`src/rtl/adv_pkg.sv`:
```
// Shared types for the adventure-game FSMs: room encoding, map size, direction indices.
// Purely declarative; no timing or backpressure.
package adv_pkg;

    typedef enum logic [2:0] {
        CAVE   = 3'd0,
        TUNNEL = 3'd1,
        RIVER  = 3'd2,
        STASH  = 3'd3,
        DEN    = 3'd4,
        VAULT  = 3'd5,
        GRAVE  = 3'd6
    } room_t;

    localparam int ROOM_N = 7;

    // Bit positions of the direction buttons inside the packed rise vector.
    localparam int DIR_N = 0;
    localparam int DIR_S = 1;
    localparam int DIR_E = 2;
    localparam int DIR_W = 3;

    function automatic logic [ROOM_N-1:0] room_onehot(input room_t r);
        logic [ROOM_N-1:0] oh;
        oh = '0;
        case (r)
            CAVE:    oh[0] = 1'b1;
            TUNNEL:  oh[1] = 1'b1;
            RIVER:   oh[2] = 1'b1;
            STASH:   oh[3] = 1'b1;
            DEN:     oh[4] = 1'b1;
            VAULT:   oh[5] = 1'b1;
            GRAVE:   oh[6] = 1'b1;
            default: oh = '0;
        endcase
        return oh;
    endfunction

endpackage

```
`src/rtl/dir_edge.sv`:
```
// Rising-edge detect on the four direction buttons, plus exactly-one-rise qualifier.
// Rise is combinational off the current level vs. a one-cycle history; no backpressure.
module dir_edge (
    input  logic       clk,
    input  logic       reset_n,
    input  logic [3:0] dirs,
    output logic [3:0] rise,
    output logic       one_hot_valid
);

    logic [3:0] prev;

    // History resets high so a button held through reset is not seen as a press.
    always_ff @(posedge clk or negedge reset_n) begin
        if (!reset_n) begin
            prev <= 4'hF;
        end else begin
            prev <= dirs;
        end
    end

    assign rise          = dirs & ~prev;
    assign one_hot_valid = (rise != 4'd0) && ((rise & (rise - 4'd1)) == 4'd0);

endmodule

```
`src/rtl/room_fsm.sv`:
```
// Room-navigation FSM: single button presses move through the seven-room map; DEN resolves on v.
// Moves take effect one cycle after the press; Moore outputs; no backpressure.
module room_fsm
    import adv_pkg::*;
#(
    parameter int CNT_W = 8
) (
    input  logic             clk,
    input  logic             reset_n,
    input  logic             n,
    input  logic             s,
    input  logic             e,
    input  logic             w,
    input  logic             v,
    output logic [6:0]       room,
    output logic             sw,
    output logic             win,
    output logic             die,
    output logic [CNT_W-1:0] moves
);

    room_t            state;
    room_t            state_nxt;
    logic             move_ok;
    logic [3:0]       rise;
    logic             req;
    logic [CNT_W-1:0] moves_q;

    dir_edge u_dir_edge (
        .clk           (clk),
        .reset_n       (reset_n),
        .dirs          ({w, e, s, n}),
        .rise          (rise),
        .one_hot_valid (req)
    );

    always_ff @(posedge clk or negedge reset_n) begin
        if (!reset_n) begin
            state   <= CAVE;
            moves_q <= '0;
        end else begin
            state <= state_nxt;
            if (move_ok && (moves_q != {CNT_W{1'b1}})) begin
                moves_q <= moves_q + CNT_W'(1);
            end
        end
    end

    // move_ok flags only map moves; the DEN resolution is deliberately uncounted.
    always_comb begin
        state_nxt = state;
        move_ok   = 1'b0;
        case (state)
            CAVE: begin
                if (req && rise[DIR_E]) begin
                    state_nxt = TUNNEL;
                    move_ok   = 1'b1;
                end
            end
            TUNNEL: begin
                if (req && rise[DIR_W]) begin
                    state_nxt = CAVE;
                    move_ok   = 1'b1;
                end else if (req && rise[DIR_S]) begin
                    state_nxt = RIVER;
                    move_ok   = 1'b1;
                end
            end
            RIVER: begin
                if (req && rise[DIR_N]) begin
                    state_nxt = TUNNEL;
                    move_ok   = 1'b1;
                end else if (req && rise[DIR_W]) begin
                    state_nxt = STASH;
                    move_ok   = 1'b1;
                end else if (req && rise[DIR_E]) begin
                    state_nxt = DEN;
                    move_ok   = 1'b1;
                end
            end
            STASH: begin
                if (req && rise[DIR_E]) begin
                    state_nxt = RIVER;
                    move_ok   = 1'b1;
                end
            end
            DEN: begin
                state_nxt = v ? VAULT : GRAVE;
            end
            default: begin
                state_nxt = state;
            end
        endcase
    end

    assign room  = room_onehot(state);
    assign sw    = (state == STASH);
    assign win   = (state == VAULT);
    assign die   = (state == GRAVE);
    assign moves = moves_q;

endmodule

```
`config.mk`:
```
export PLATFORM = sky130hd
export DESIGN_NAME = room_fsm
export DESIGN_NICKNAME = d
export VERILOG_FILES = /design/src/rtl/adv_pkg.sv /design/src/rtl/dir_edge.sv /design/src/rtl/room_fsm.sv
export SDC_FILE = /design/constraint.sdc
export NUM_CORES = 1
export LEC_CHECK = 0
export CORE_MARGIN = 5
export CORE_UTILIZATION = 47
export CTS_CLUSTER_DIAMETER = 60
export DETAILED_ROUTE_END_ITERATION = 8
export PLACE_DENSITY = 0.81
export SYNTH_ARGS = -nofsm -noshare
export SYNTH_HDL_FRONTEND = slang
export SYNTH_HIERARCHICAL = 1
export SYNTH_SLANG_ARGS = --single-unit
```
`constraint.sdc`:
```
create_clock -name clk -period 3.2 [get_ports clk]
set_input_delay 0.8 -clock clk [delete_from_list [all_inputs] [get_ports clk]]
set_output_delay 0.8 -clock clk [all_outputs]
set_load 0.05 [all_outputs]
```
* Word-level counts from Yosys, hierarchy flattened *
Cells that the tools add are included.

storage, ports and cells
  bits in registers = 15
  input bits = 7
  output and inout bits = 18
  word-level logic and storage cells = 53

operators by class
  add/sub/neg operators = 2
  equality and inequality tests = 11
  multiplexer cells = 22
  bitwise gates (word level) = 3
  reduce and logical (&&, ||, !) cells = 12

operator list
  kind                   number
  $mux W3                7
  $pmux W3 S5            1
  $mux W1                12
  $eq A3 B3 Y1 const B   3
  $add A8 B1 Y8 const B  1
  $and A4 B4 Y4          2
  $ne A8 B8 Y1 const B   1
  $eq A3 B2 Y1 const B   2
  $logic_and A1 B1 Y1    6
  $reduce_and A5 Y1      1
  $reduce_bool A5 Y1     1
  $logic_not A4 Y1       1
  $ne A4 B4 Y1 const B   1
  $not A4 Y4             1
  $reduce_bool A4 Y1     1
  $sub A4 B1 Y4 const B  1
  $eq A3 B1 Y1 const B   1
  $logic_not A3 Y1       1
  $ne A3 B3 Y1 const B   1
  $pmux W1 S3            1
  $mux W2                1
  $ne A2 B1 Y1 const B   1
  $ne A2 B2 Y1 const B   1
  $reduce_or A2 Y1       1

* Logic depth before layout (Yosys ltp) *
  depth in word-level cells = 12
  gate-level depth with buffers = 8
  mapped depth without buffers = 8

* Cells and area by module *
The synthesis kept the hierarchy.

by module, submodules not included
  module    instances  cells each  area an instance (um2)  sequential area each (um2)
  room_fsm  1          84          782.0                   275.3
  dir_edge  1          14          183.9                   105.1

* Worst setup path after synthesis *
OpenSTA, ideal clock, no wires.

  path type = input to register
  from = input n
  to = register moves_q[6], in the netlist moves[6]
  library setup time = 0.128 ns
  data arrival time = 2.523 ns
  data required time = 3.072 ns
  setup slack = 0.550 ns
  cell stages on the path = 7
  path buffers = 0
  cells stage by stage = nor2b_4 -> xor2_1 -> a311o_1 -> and2_1 -> a311oi_4 -> nor4_1 -> mux2_1

on the way
  cells in the longest elaborated chain, start to end = 11
  elaborated cells between the ends (all ways) = 17
  classes of those cells = 1 x add/sub; 6 x mux; 2 x bitwise; 8 x reduce/logical

ends and longest elaborated chain
  element                  RTL line                                        source
  start: declaration       room_fsm.sv:10                                  input logic n,
  $and A4 B4 Y4 (*)        dir_edge.sv:22                                  assign rise = dirs & ~prev;
  $sub A4 B1 Y4            dir_edge.sv:23                                  assign one_hot_valid = (rise != 4'd0) && ((rise & (rise - 4'd1)) == 4'd0);
  $and A4 B4 Y4            dir_edge.sv:23
  $logic_not A4 Y1         dir_edge.sv:23
  $logic_and A1 B1 Y1 (*)  dir_edge.sv:23
  named net req            room_fsm.sv:26                                  logic req;
  $logic_and A1 B1 Y1      room_fsm.sv:55, room_fsm.sv:76, room_fsm.sv:82
  $mux W1                  room_fsm.sv:55, room_fsm.sv:76, room_fsm.sv:82
  $mux W1                  room_fsm.sv:73                                  end else if (req && rise[DIR_W]) begin
  $mux W1                  room_fsm.sv:70                                  if (req && rise[DIR_N]) begin
  $pmux W1 S3 (*)          room_fsm.sv:53                                  case (state)
  $logic_and A1 B1 Y1 (*)  room_fsm.sv:43                                  if (move_ok && (moves_q != {CNT_W{1'b1}})) begin
  end signal: assignment   room_fsm.sv:44                                  moves_q <= moves_q + CNT_W'(1);
  end: declaration         room_fsm.sv:27                                  logic [CNT_W-1:0] moves_q;

Mark *: on every way through the listed nets, which the timed path passes. The rest lies on a longest branch.
A chain may end at the register's enable or synchronous reset.

* Worst setup path in the final report *
  from = register state[0]
  to = output room[5]

on the way
  cells in the longest elaborated chain, start to end = 2

ends and longest elaborated chain
  element                   RTL line        source
  start: declaration        room_fsm.sv:22  room_t state;
  start signal: assignment  room_fsm.sv:42  state <= state_nxt;
  $eq A3 B3 Y1              adv_pkg.sv:26   case (r)
  $mux W1                   adv_pkg.sv:26
  end: declaration          room_fsm.sv:15  output logic [6:0] room,

Every way passes these cells.

==> reports/metrics.cfg <==
[cts]
postCtsSetupBuffers = 0
htree_levels = 1
clockBufferDepth = 2
cts_tree = yes
cts_root_buf = clkbuf_4
clk_pin_slew_ns = 0.09
insertion_delay_ns = 0.28
clock-sinks = 15
ctsHoldBuffers = 0
numCtsBuffers = 3
post_cts_resized = 0

[critical_path]
start_kind = register
path_max_fanout = 14
r2r_slack_ns = 0.75
critPathCaptureType = output pin
cp.arrival_ns = 2.20
critPathKind = register to output pin
rr_startpoint = u_dir_edge/prev[1]
crit_chain = nor2b_1 > and2_1 > clkdlybuf4s50_1
crit_buf_inv = 1
crit_start = state[0]
slowest_delay_ns = 0.80
path_delay_family = buffers and inverters
worst_path_max_delay_cell = clkdlybuf4s50_1
required_ns = 2.40

[sta]
setup_slack_ns = 0.203
worst_slew_pin_slew_ns = 0.655
slew_viol_final = 0
slew_headroom = 0.562
fin_crit_ns = 3.00
rsz0062_at_grt = false
setup_viol = 0
clock_skew_ns = 0.0102
clock.fmax_ghz = 0.334
period_share = 0.937
hold_violations = 0
fin_setup_tns_ns = 0

[finish]
diodes = 0
area_growth_pct = 30.7
finalInstanceArea_sq_um = 1260
fillers = 188
final_cell_mix = 24 x clkdlybuf4s50_1, 11 x dfrtp_1, 7 x xor2_1, 7 x nor4_1
final_common_cell = clkdlybuf4s50_1
fin_nets = 133
final_layout_size_suffix_gt1_frac = 0.161

[die]
initial_core_util = 0.492
ios = 25
die_h_microns = 55.3
die_area_sq_um = 3060
die_w_microns = 55.3
placementRows = 16
core_area_sq_um = 1960

[job]
cap_violations = 0

[drt]
via_count = 801
drt_iter0_drc = 15
ant_nets = 0
vias_per_cell = 5.30
wl_per_cell_microns = 13.0
drt_drc_violations_left = 0
dr.pass1.iters = 4
finalWirelength_microns = 1970

[pwr]
finalPower_mw = 1.30
cellLeakagePower_nw = 0.514
power.density_nw_per_um2 = 1030
ir_drop_mv = 0.536

[synthesis]
yosysSeqAreaShare = 0.394
async_flop_share = 1.00
ys.warnings.count = 6
ys_types = 39
synth-edff-count = 0
synth_cells = 98
synth-seq-cells = 15
synth_ff_type = dfrtp_1
avgSynthCellArea_sq_um = 9.86
netlist_area_sq_um = 966
syn_nets = 106

[global_route]
grt_pass1_wl_microns = 3530
grt_max_degree = 16
antenna_found_initial = 0
overflow = 0
grt_pass1_vias = 767
track_usage = 0.139

[place]
portBuffers = 24
placed_area_sq_um = 1240
pre_cts_ws_ns = 0.0257
hpwlAfterDp_microns = 1590
place_congestion = 0.852

[hold_path]
hold_class = register to register
min_from = moves[5]

[outcome]
status = complete, no violations

-- Yosys cell counts (2+ instances only) --
master	number	area (sq um)
nand3_1	2	10.0
nor2b_1	5	31.3
nor2_1	5	18.8
clkbuf_1	3	11.3
and2_1	4	25.0
nor3_2	2	20.0
dfrtp_1	11	275
buf_4	3	22.5
xor2_1	7	61.3
nor3_1	5	25.0
nand2b_1	5	31.3
a21oi_1	3	15.0
dfstp_2	4	105
o21ai_0	2	10.0
nor4_1	7	43.8
and4b_1	2	20.0
nand2_1	5	18.8
nor2b_4	2	27.5
-- where the power goes --
group,switching (mW),leakage (nW),total [mW],internal (mW)
Combinational,0.517,0.322,0.837,0.320
Clock,0.0574,0.0150,0.106,0.0484
Sequential,0.100,0.178,0.354,0.254
-- cells by family after synthesis --
| logic type | synth area share |
|---|---|
| compound gates | 0.122 |
| xor+xnor | 0.0635 |
| fa+ha+maj | 0.0130 |
| buf+inv | 0.0427 |
| flops | 0.394 |
| mux | 0.0272 |
| simple gates | 0.338 |
-- state kept, by name, summed over array words and instances, names as in the netlist --
| register | flops |
|---|---|
| state | 3 |
| u_dir_edge/prev | 4 |
| moves | 8 |
-- metal layers --
| metal | track usage | wire length (microns) | vias to the layer above |
|---|---|---|---|
| li1 | - | - | 408 |
| met1 | 0.171 | 860 | 369 |
| met2 | 0.226 | 983 | 24 |
| met3 | 0.0653 | 125 | 0 |
| met4 | 0.0208 | 0 | 0 |
| met5 | 0 | 0 | - |
-- cell type report --
cell class / count / area (sq um) / area share
tap: 27 / 33.8 / 0.0268
multi-input combinational: 75 / 544 / 0.431
sequential: 15 / 380 / 0.301
timing repair buffer: 28 / 270 / 0.214
clock buffer: 4 / 26.3 / 0.0208
inverter: 2 / 7.51 / 0.00595
-- per-stage QoR --
step | hold WS [ns] | std cells | utilization
detailed placement | 0.508 | 147 | 0.630
finish | 0.527 | 151 | 0.643
global placement | 0.500 | 147 | 0.630
global route | 0.565 | 151 | 0.643
CTS | 0.520 | 151 | 0.643
floorplan | 0.504 | 98 | -
-- path summary, 6_finish.rpt --
kind / end / cells after the start
hold reg to reg: moves[5] / 1
max in group asynchronous: moves[0] / 1
setup / recovery: room[5] / 3
hold / removal: moves[5] / 1
min in group asynchronous: moves[4] / 1
setup reg to reg: moves[6] / 9
(Power assumes the default switching activity.)
